`src/rtl/rgb_hue_sequencer.sv`:
```
// rgb_hue_sequencer
//   Produces the three PWM duty words that sweep an RGB LED around the hue
//   wheel. A prescaler generates ramp ticks. A six-phase FSM picks the one
//   channel that moves, and the direction it moves. Each ramp saturates at
//   0 or FS, so every phase ends exactly on its endpoint.
//
//   Optional feature: define RGB_SEQ_PAUSE_EN so that sw[3] freezes the
//   prescaler. When the macro is undefined, sw[3] is ignored.
//
// Ports
//   clk      : system clock
//   rst      : synchronous, active-high reset
//   sw[1:0]  : speed shift (tick period = TICK_DIV << sw[1:0]), latched at each tick
//   sw[2]    : coarse step (4 instead of 1)
//   sw[3]    : pause (RGB_SEQ_PAUSE_EN builds only)
//   duty_r/g/b : R+1-bit duty words, range 0..2**R
//   step_stb : one-cycle pulse in the cycle the duty words change
//   phase    : current hue phase, 0..5
module rgb_hue_sequencer #(
   parameter int unsigned R        = 8,
   parameter int unsigned TICK_DIV = 1250000
) (
   input  logic         clk,
   input  logic         rst,
   input  logic [3:0]   sw,
   output logic [R:0]   duty_r,
   output logic [R:0]   duty_g,
   output logic [R:0]   duty_b,
   output logic         step_stb,
   output logic [2:0]   phase
);

   localparam logic [R+1:0] Fs      = {2'b01, {R{1'b0}}};
   localparam logic [31:0]  TickDiv = 32'(TICK_DIV);

   // Encoding equals the exported phase number.
   typedef enum logic [2:0] {
      StGUp   = 3'd0,
      StRDown = 3'd1,
      StBUp   = 3'd2,
      StGDown = 3'd3,
      StRUp   = 3'd4,
      StBDown = 3'd5
   } state_e;

   state_e        state_q, state_d;
   logic [31:0]   cnt_q, cnt_d;
   logic [31:0]   term;
   logic [1:0]    spd_q, spd_d;
   logic [R:0]    r_q, r_d, g_q, g_d, b_q, b_d;
   logic          stb_q, stb_d;
   logic          pause, tick;
   logic [R+1:0]  stp, cur, nxt;
   logic          up, hit;

`ifdef RGB_SEQ_PAUSE_EN
   assign pause = sw[3];
`else
   logic unused_pause;
   assign unused_pause = sw[3];
   assign pause        = 1'b0;
`endif

   // Prescaler: spd only changes at a tick, so a period never changes length midway.
   assign term = (TickDiv << spd_q) - 32'd1;
   assign tick = ~pause & (cnt_q == term);

   always_comb begin
      cnt_d = cnt_q;
      spd_d = spd_q;
      if (tick) begin
         cnt_d = '0;
         spd_d = sw[1:0];
      end else if (!pause) begin
         cnt_d = cnt_q + 32'd1;
      end
   end

   // Ramp datapath. It is R+2 bits wide so that cur + stp cannot wrap before saturation.
   always_comb begin
      up  = 1'b0;
      cur = '0;
      case (state_q)
         StGUp:   begin up = 1'b1; cur = {1'b0, g_q}; end
         StRDown: cur = {1'b0, r_q};
         StBUp:   begin up = 1'b1; cur = {1'b0, b_q}; end
         StGDown: cur = {1'b0, g_q};
         StRUp:   begin up = 1'b1; cur = {1'b0, r_q}; end
         default: cur = {1'b0, b_q};
      endcase
      stp = sw[2] ? (R+2)'(4) : (R+2)'(1);
      if (up) begin
         nxt = ((cur + stp) > Fs) ? Fs : (cur + stp);
         hit = (nxt == Fs);
      end else begin
         nxt = (cur < stp) ? '0 : (cur - stp);
         hit = (nxt == '0);
      end
   end

   // FSM next state and channel updates.
   always_comb begin
      state_d = state_q;
      r_d     = r_q;
      g_d     = g_q;
      b_d     = b_q;
      stb_d   = tick;
      if (tick) begin
         case (state_q)
            StGUp, StGDown: g_d = nxt[R:0];
            StRDown, StRUp: r_d = nxt[R:0];
            default:        b_d = nxt[R:0];
         endcase
         // The phase advances on the same tick that reaches the endpoint.
         if (hit) begin
            case (state_q)
               StGUp:   state_d = StRDown;
               StRDown: state_d = StBUp;
               StBUp:   state_d = StGDown;
               StGDown: state_d = StRUp;
               StRUp:   state_d = StBDown;
               default: state_d = StGUp;
            endcase
         end
      end
   end

   always_ff @(posedge clk) begin
      if (rst) begin
         cnt_q   <= '0;
         spd_q   <= '0;
         state_q <= StGUp;
         r_q     <= Fs[R:0];
         g_q     <= '0;
         b_q     <= '0;
         stb_q   <= 1'b0;
      end else begin
         cnt_q   <= cnt_d;
         spd_q   <= spd_d;
         state_q <= state_d;
         r_q     <= r_d;
         g_q     <= g_d;
         b_q     <= b_d;
         stb_q   <= stb_d;
      end
   end

   assign duty_r   = r_q;
   assign duty_g   = g_q;
   assign duty_b   = b_q;
   assign step_stb = stb_q;
   assign phase    = state_q;

endmodule

```
`config.mk`:
```
export PLATFORM = sky130hd
export DESIGN_NAME = rgb_hue_sequencer
export DESIGN_NICKNAME = d
export VERILOG_FILES = /design/src/rtl/rgb_hue_sequencer.sv
export SDC_FILE = /design/constraint.sdc
export NUM_CORES = 1
export LEC_CHECK = 0
export CORE_MARGIN = 3
export CORE_UTILIZATION = 45
export CTS_CLUSTER_SIZE = 24
export DETAILED_ROUTE_END_ITERATION = 7
export GPL_TIMING_DRIVEN = 0
export PLACE_DENSITY_LB_ADDON = 0.3
export SYNTH_ARGS = -nofsm -noshare
export SYNTH_HDL_FRONTEND = slang
export SYNTH_SLANG_ARGS = --single-unit
```
`constraint.sdc`:
```
create_clock -name clk -period 6.6 [get_ports clk]
set_input_delay 1.65 -clock clk [delete_from_list [all_inputs] [get_ports clk]]
set_output_delay 1.65 -clock clk [all_outputs]
set_load 0.02 [all_outputs]
```
==> run_results.csv, run 1 <==
group,metric,value,unit
worst_setup_path,startpoint,"phase[2]",
clocking,cts.clk_slew.worst_paths,70,ps
logic_synthesis,synth_warnings,0,
logic_synthesis,ys.flop_type,"dfxtp_1",
final_layout,fin_cells,670,
drt,wl_per_cell,17.8,microns
final_layout,final_common_cell,"nor2_1",
placement,io_buffers,34,
clocking,clk_path_buf_depth,2,
power_and_ir_drop,powerDensity,158,nW/um^2
floorplanning,dieArea,10400,sq um
logic_synthesis,async_flop_share,0,%
floorplanning,core,8850,sq um
drt,drt_iter0_drc,347,
worst_setup_path,timing.rr.end,"duty_r[3]",
worst_setup_path,endpoint_kind,"register",
final_layout,synthToLayoutAreaGrowth,16.2,%
drt,drcViolationCount,0,
logic_synthesis,synthSimpleGateAreaFrac,29.2,%
floorplanning,die_h,102,microns
grt,grt_first_pass_wirelength,19.1,mm
timing,setup_tns,0,ps
power_and_ir_drop,ir_drop,0.000201,V
logic_synthesis,yosysSeqAreaShare,31.3,%
worst_setup_path,start_kind,"register",
final_layout,ff_latch_area,1300,sq um
logic_synthesis,synth_edf_count,0,
drt,first_pass_iters,5,
worst_setup_path,worstPathMaxFanout,10,
final_layout,multi_input_area,2700,sq um
logic_synthesis,synth_nets,533,
worst_setup_path,reg2reg_depth,14,
run,cap_violations,0,
logic_synthesis,synth-seq-cells,65,
clocking,cts_tree,"done",
worst_setup_path,worstPathArrival,4900,ps
logic_synthesis,synth_area,4150,sq um
grt,grt_max_degree,11,
hold_path,worstHoldPathType,"reg2reg",
final_layout,nNetsFinal,578,
timing,rsz0062_at_grt,"no",
clocking,h-tree-depth,3,
worst_setup_path,r2r_start,"phase[2]",
clocking,cts_setup_buffers,0,
grt,grt.overflow.total,0,
floorplanning,fp.dieW,102,microns
clocking,numCtsBuffers,9,
floorplanning,floorplan.initialDensity,46.9,%
placement,routabilityCongestion,0.901,
final_layout,layout_common_cells,"84 x nor2_1, 65 x dfxtp_1, 38 x nand2_1",
drt,routed_via_density,6.09,
timing,max_freq,212,MHz
logic_synthesis,avgSynthCellArea,8.09,sq um
timing,skew,10.2,ps
placement,dp_hpwl,9.01,mm
timing,worstMarginPinSlew,1350,ps
timing,timing.final.crit_share,71.4,%
clocking,holdBufCountCts,0,
timing,relSlewSlack,9.01,%
logic_synthesis,synth_compound_area_share,21.0,%
clocking,post_cts_resized,0,
floorplanning,rows,34,
final_layout,drive_gt1_share,7.65,%
worst_setup_path,cp.required,6790,ps
logic_synthesis,synth_cells,513,
drt,antenna_left,0,
final_layout,fillers,839,
power_and_ir_drop,leakage,1.76,nW
timing,final_max_slew_viol_count,0,
drt,routed_wl,11.9,mm
timing,setup_viol,0,
worst_setup_path,rrSetupSlack,1890,ps
outcome,status,"complete, no violations",
clocking,clkSinkCount,65,
floorplanning,io_pins,37,
worst_setup_path,worstSetupPathType,"reg2reg",
clocking,cts_root_buf,"clkbuf_8",
logic_synthesis,synth_fa_ha_area_share,4.22,%
grt,antenna_found_initial,0,
placement,dp_cells,655,
grt,grt_pass1_vias,3779,
drt,route.vias.total,4081,
final_layout,diodes,0,
worst_setup_path,crit_end,"duty_r[3]",
logic_synthesis,synthXorXnorAreaFrac,8.83,%
timing,min_period,4710,ps
grt,gr-usage-all-layers,23.3,%
logic_synthesis,synthMuxAreaShare,1.75,%
timing,hold_violations,0,
clocking,clock_latency,340,ps
logic_synthesis,synth.distinct_cells,77,
logic_synthesis,synth_top_family_by_area,"simple AND/OR/NAND/NOR gates",
routing by layer:
layer | vias to the layer above | share of wire, % | GRT usage, %
met5 | - | 0 | 0
met4 | 0 | 1.7 | 6.26
met3 | 20 | 8.2 | 5.39
met2 | 189 | 42 | 35.1
met1 | 1906 | 48 | 33.6
li1 | 1966 | - | -
registers in the layout, summed over array words and instances, names as in the netlist:
signal / flops
step_stb: 1
duty_g: 9
duty_r: 9
cnt_q: 32
duty_b: 9
spd_q: 2
phase: 3
cell usage after synthesis, types with 5 or more instances:
master | instances | area share [%]
clkbuf_1 | 15 | 1.4
or3_1 | 8 | 1.2
nand2_1 | 38 | 3.4
xor2_1 | 18 | 3.8
a21o_1 | 6 | 1.1
nor2b_1 | 5 | 0.75
nand2b_1 | 7 | 1.1
ha_1 | 14 | 4.2
a21oi_1 | 31 | 3.7
nor4_1 | 5 | 0.75
a22oi_1 | 6 | 1.1
xnor2_1 | 22 | 4.6
nand4_1 | 10 | 1.5
mux2i_1 | 5 | 1.2
nor3_1 | 16 | 1.9
o21ai_0 | 13 | 1.6
nand3_1 | 20 | 2.4
inv_1 | 12 | 1.1
nor2_1 | 84 | 7.6
dfxtp_1 | 65 | 31
a211oi_1 | 11 | 2.0
and3_1 | 17 | 2.6
worst min path at each step:
stage | startpoint | cells past startpoint | end
2_1_floorplan | cnt_q[0] | 1 | cnt_q[0]
3_3_place_gp | cnt_q[0] | 1 | cnt_q[0]
3_5_place_dp | cnt_q[0] | 1 | cnt_q[0]
4_1_cts | duty_b[6] | 2 | duty_b[6]
5_1_grt | cnt_q[0] | 1 | cnt_q[0]
6_report | duty_b[6] | 2 | duty_b[6]
layout make-up:
cell class              instances  share of cell area [%]
repair buffers                 34                    7.06
clock inverters                 3                   0.830
plain buffers                  22                    2.26
flip-flops and latches         65                    27.0
well taps                     108                    2.80
multi-input cells             414                    55.9
clock buffers                  12                    3.22
inverters                      12                   0.934
metrics by stage:
step | util (%) | hold WS [ps] | power, W | setup WS, ps | area, sq um
2_1_floorplan | - | 413 | 0.000422 | 2810 | 4150
3_3_place_gp | 52.3 | 462 | 0.000431 | 1790 | 4630
3_5_place_dp | 52.3 | 465 | 0.000431 | 1760 | 4630
4_1_cts | 54.5 | 479 | 0.000768 | 2040 | 4820
5_1_grt | 54.5 | 506 | 0.000786 | 1600 | 4820
6_report | 54.5 | 474 | 0.000763 | 1890 | 4820
report_power, final:
part	switching (W)	internal (W)
combinational	0.0000186	0.00000921
sequential	0.00000121	0.000394
clock	0.000149	0.000192
total	0.000168	0.000595
critical path, cell delays in order (launching register included):
cell and delay [ps]:
dfxtp_1 410, buf_2 230, clkbuf_1 420, clkbuf_1 400, mux2i_1 240, o22ai_1 200, a21oi_1 130, ha_1 340
o21bai_1 250, nor3_1 460, nand4_1 280, o21ai_2 420, nor2_1 90, o311ai_1 530, a22oi_1 130
cells by family (layout without fill, tap and decap cells):
logic type | after synthesis | count (layout)
AND/OR/NAND/NOR | 233 | 233
AO/OA/AOI/OAI | 119 | 119
flip-flops | 65 | 65
XOR/XNOR | 41 | 41
buffers and inverters | 34 | 83
adder cells (fa/ha/maj) | 14 | 14
multiplexers | 7 | 7
Note: power is estimated with default switching activity, not from simulation.
==> run 2, diff against run 1 <==
==> constraint.sdc (replaced) <==
create_clock -name clk -period 4.9 [get_ports clk]
set_input_delay 1.225 -clock clk [delete_from_list [all_inputs] [get_ports clk]]
set_output_delay 1.225 -clock clk [all_outputs]
set_load 0.02 [all_outputs]
==> run_results.csv, run 2 (synthesis results as in run 1) <==
group,metric,value,unit
hold_path,worstHoldPathType,"reg2reg",
final_layout,final_common_cell,"nor2_1",
timing,min_period,4560,ps
drt,routed_via_density,6.05,
power_and_ir_drop,leakage,1.76,nW
grt,grt_max_degree,11,
final_layout,drive_gt1_share,7.83,%
worst_setup_path,slowest_stage,"or4b_4",
worst_setup_path,start_kind,"register",
floorplanning,fp.dieW,102,microns
drt,drcViolationCount,0,
timing,max_freq,220,MHz
outcome,status,"complete, no violations",
timing,skew,8.74,ps
floorplanning,die_h,102,microns
worst_setup_path,r2r_start,"phase[2]",
worst_setup_path,slowest_delay,550,ps
final_layout,nNetsFinal,578,
placement,io_buffers,34,
clocking,cts_setup_buffers,0,
drt,routed_wl,11.9,mm
grt,grt.overflow.total,0,
power_and_ir_drop,powerDensity,213,nW/um^2
timing,rsz0062_at_grt,"no",
worst_setup_path,cp.required,5150,ps
worst_setup_path,endpoint_kind,"register",
drt,drt_iter0_drc,264,
clocking,clock_latency,340,ps
hold_path,hold_path_end,"duty_b[6]",
placement,placed_area,4630,sq um
final_layout,largest_reg_flops,32,
grt,gr-usage-all-layers,23.3,%
placement,dp_cells,655,
timing,timing.final.crit_share,93.0,%
worst_setup_path,worstPathArrival,4810,ps
power_and_ir_drop,ir_drop,0.000270,V
grt,grt_pass1_vias,3779,
floorplanning,core,8850,sq um
timing,worstMarginPinSlew,1370,ps
drt,wl_per_cell,17.8,microns
worst_setup_path,startpoint,"phase[2]",
final_layout,fin_cells,670,
final_layout,synthToLayoutAreaGrowth,16.3,%
power_and_ir_drop,total_power,0.00103,W
hold_path,min-delay-start,"duty_b[6]",
timing,hold_violations,0,
hold_path,holdPathStages,2,
drt,route.vias.total,4052,
clocking,h-tree-depth,3,
worst_setup_path,worstPathMaxFanout,10,
run,cap_violations,0,
clocking,clkSinkCount,65,
floorplanning,io_pins,37,
floorplanning,rows,34,
drt,antenna_left,0,
final_layout,layout_common_cells,"84 x nor2_1, 65 x dfxtp_1, 38 x nand2_1",
placement,routabilityCongestion,0.901,
final_layout,final_cell_area,4830,sq um
worst_setup_path,worstSetupPathType,"reg2reg",
floorplanning,dieArea,10400,sq um
worst_setup_path,crit_chain,"buf_2 > clkbuf_1 > clkbuf_1 > nor2_1 > a211oi_1 > ha_1 > ha_1 > a21o_1 > a21boi_1 > nand2b_1 > or4b_4 > nand2_1 > a41oi_1 > a211oi_1",
timing,setup_viol,0,
clocking,clk_path_buf_depth,2,
final_layout,regMostFlops,"cnt_q",
worst_setup_path,timing.rr.end,"duty_r[7]",
placement,dp_hpwl,9.01,mm
final_layout,diodes,0,
grt,grt_first_pass_wirelength,19.1,mm
floorplanning,floorplan.initialDensity,46.9,%
clocking,cts.clk_slew.worst_paths,70,ps
clocking,numCtsBuffers,9,
drt,first_pass_iters,5,
clocking,cts_tree,"done",
timing,final_max_slew_viol_count,0,
worst_setup_path,rrSetupSlack,340,ps
clocking,cts_root_buf,"clkbuf_8",
grt,antenna_found_initial,0,
timing,relSlewSlack,8.11,%
worst_setup_path,reg2reg_depth,14,
timing,setup_tns,0,ps
==> run 2: final cells by class <==
class                      instances  area, sq um
timing repair buffer              34          340
multi-input combinational        414         2700
sequential                        65         1300
fill                             838         4020
inverter                          12         45.0
clock buffer                      12          155
buffer                            22          109
tap                              108          135
clock inverter                     3         40.0
==> run 2: worst max-delay path by stage <==
stage,to,slack (ps),cells past startpoint
6_report,duty_r[7],340,14
5_1_grt,duty_r[3],90,15
4_1_cts,duty_r[3],340,14
3_5_place_dp,duty_r[3],360,14
3_3_place_gp,duty_r[3],360,14
2_1_floorplan,duty_b[5],1250,15
==> run 2: stage by stage <==
step	utilization, %	hold slack [ps]	setup WS, ps
6_report	54.6	475	344
5_1_grt	54.6	506	87.6
3_5_place_dp	52.3	465	363
2_1_floorplan	-	413	1250
3_3_place_gp	52.3	462	362
4_1_cts	54.5	479	342
==> run 2: per-layer routing <==
layer / global-route usage, % / vias up / wire (microns)
met3: 5.39 / 14 / 907
li1: - / 1967 / -
met2: 35.1 / 180 / 5070
met5: 0 / - / 0
met1: 33.6 / 1891 / 5770
met4: 6.26 / 0 / 177
==> run 2: worst max-delay path, delay by kind of cell, from the launching register on <==
family                   cells  cell delay (ps)
AO/OA/AOI/OAI                5             1490
adder cells (fa/ha/maj)      2              510
buffers and inverters        3             1040
flip-flops                   1              410
AND/OR/NAND/NOR              4             1020
==> run 2: power breakdown <==
| group | internal (W) | leakage, nW | switching, W | total [W] |
|---|---|---|---|---|
| clock | 0.000259 | 0.102 | 0.000200 | 0.000458 |
| combinational | 0.0000125 | 1.13 | 0.0000251 | 0.0000376 |
| sequential | 0.000530 | 0.524 | 0.00000166 | 0.000532 |
| total | 0.000801 | 1.76 | 0.000226 | 0.00103 |
==> run 2: repair_timing <==
| item | CTS | global route |
|---|---|---|
| gates resized for setup | 0 | 1 |
| endpoints found under the setup margin | 0 | 3 |
| hold buffers | 0 | 0 |
==> run 3, diff against run 2 <==
--- a/config.mk
+++ b/config.mk
@@ -10,7 +10,9 @@
 export CTS_CLUSTER_SIZE = 24
 export DETAILED_ROUTE_END_ITERATION = 7
 export GPL_TIMING_DRIVEN = 0
+export HOLD_SLACK_MARGIN = 0.08
 export PLACE_DENSITY_LB_ADDON = 0.3
+export SLEW_MARGIN = 5
 export SYNTH_ARGS = -nofsm -noshare
 export SYNTH_HDL_FRONTEND = slang
 export SYNTH_SLANG_ARGS = --single-unit
==> results of run 3 <==
No change in the layout: final DEF, timing and power equal those of run 2.
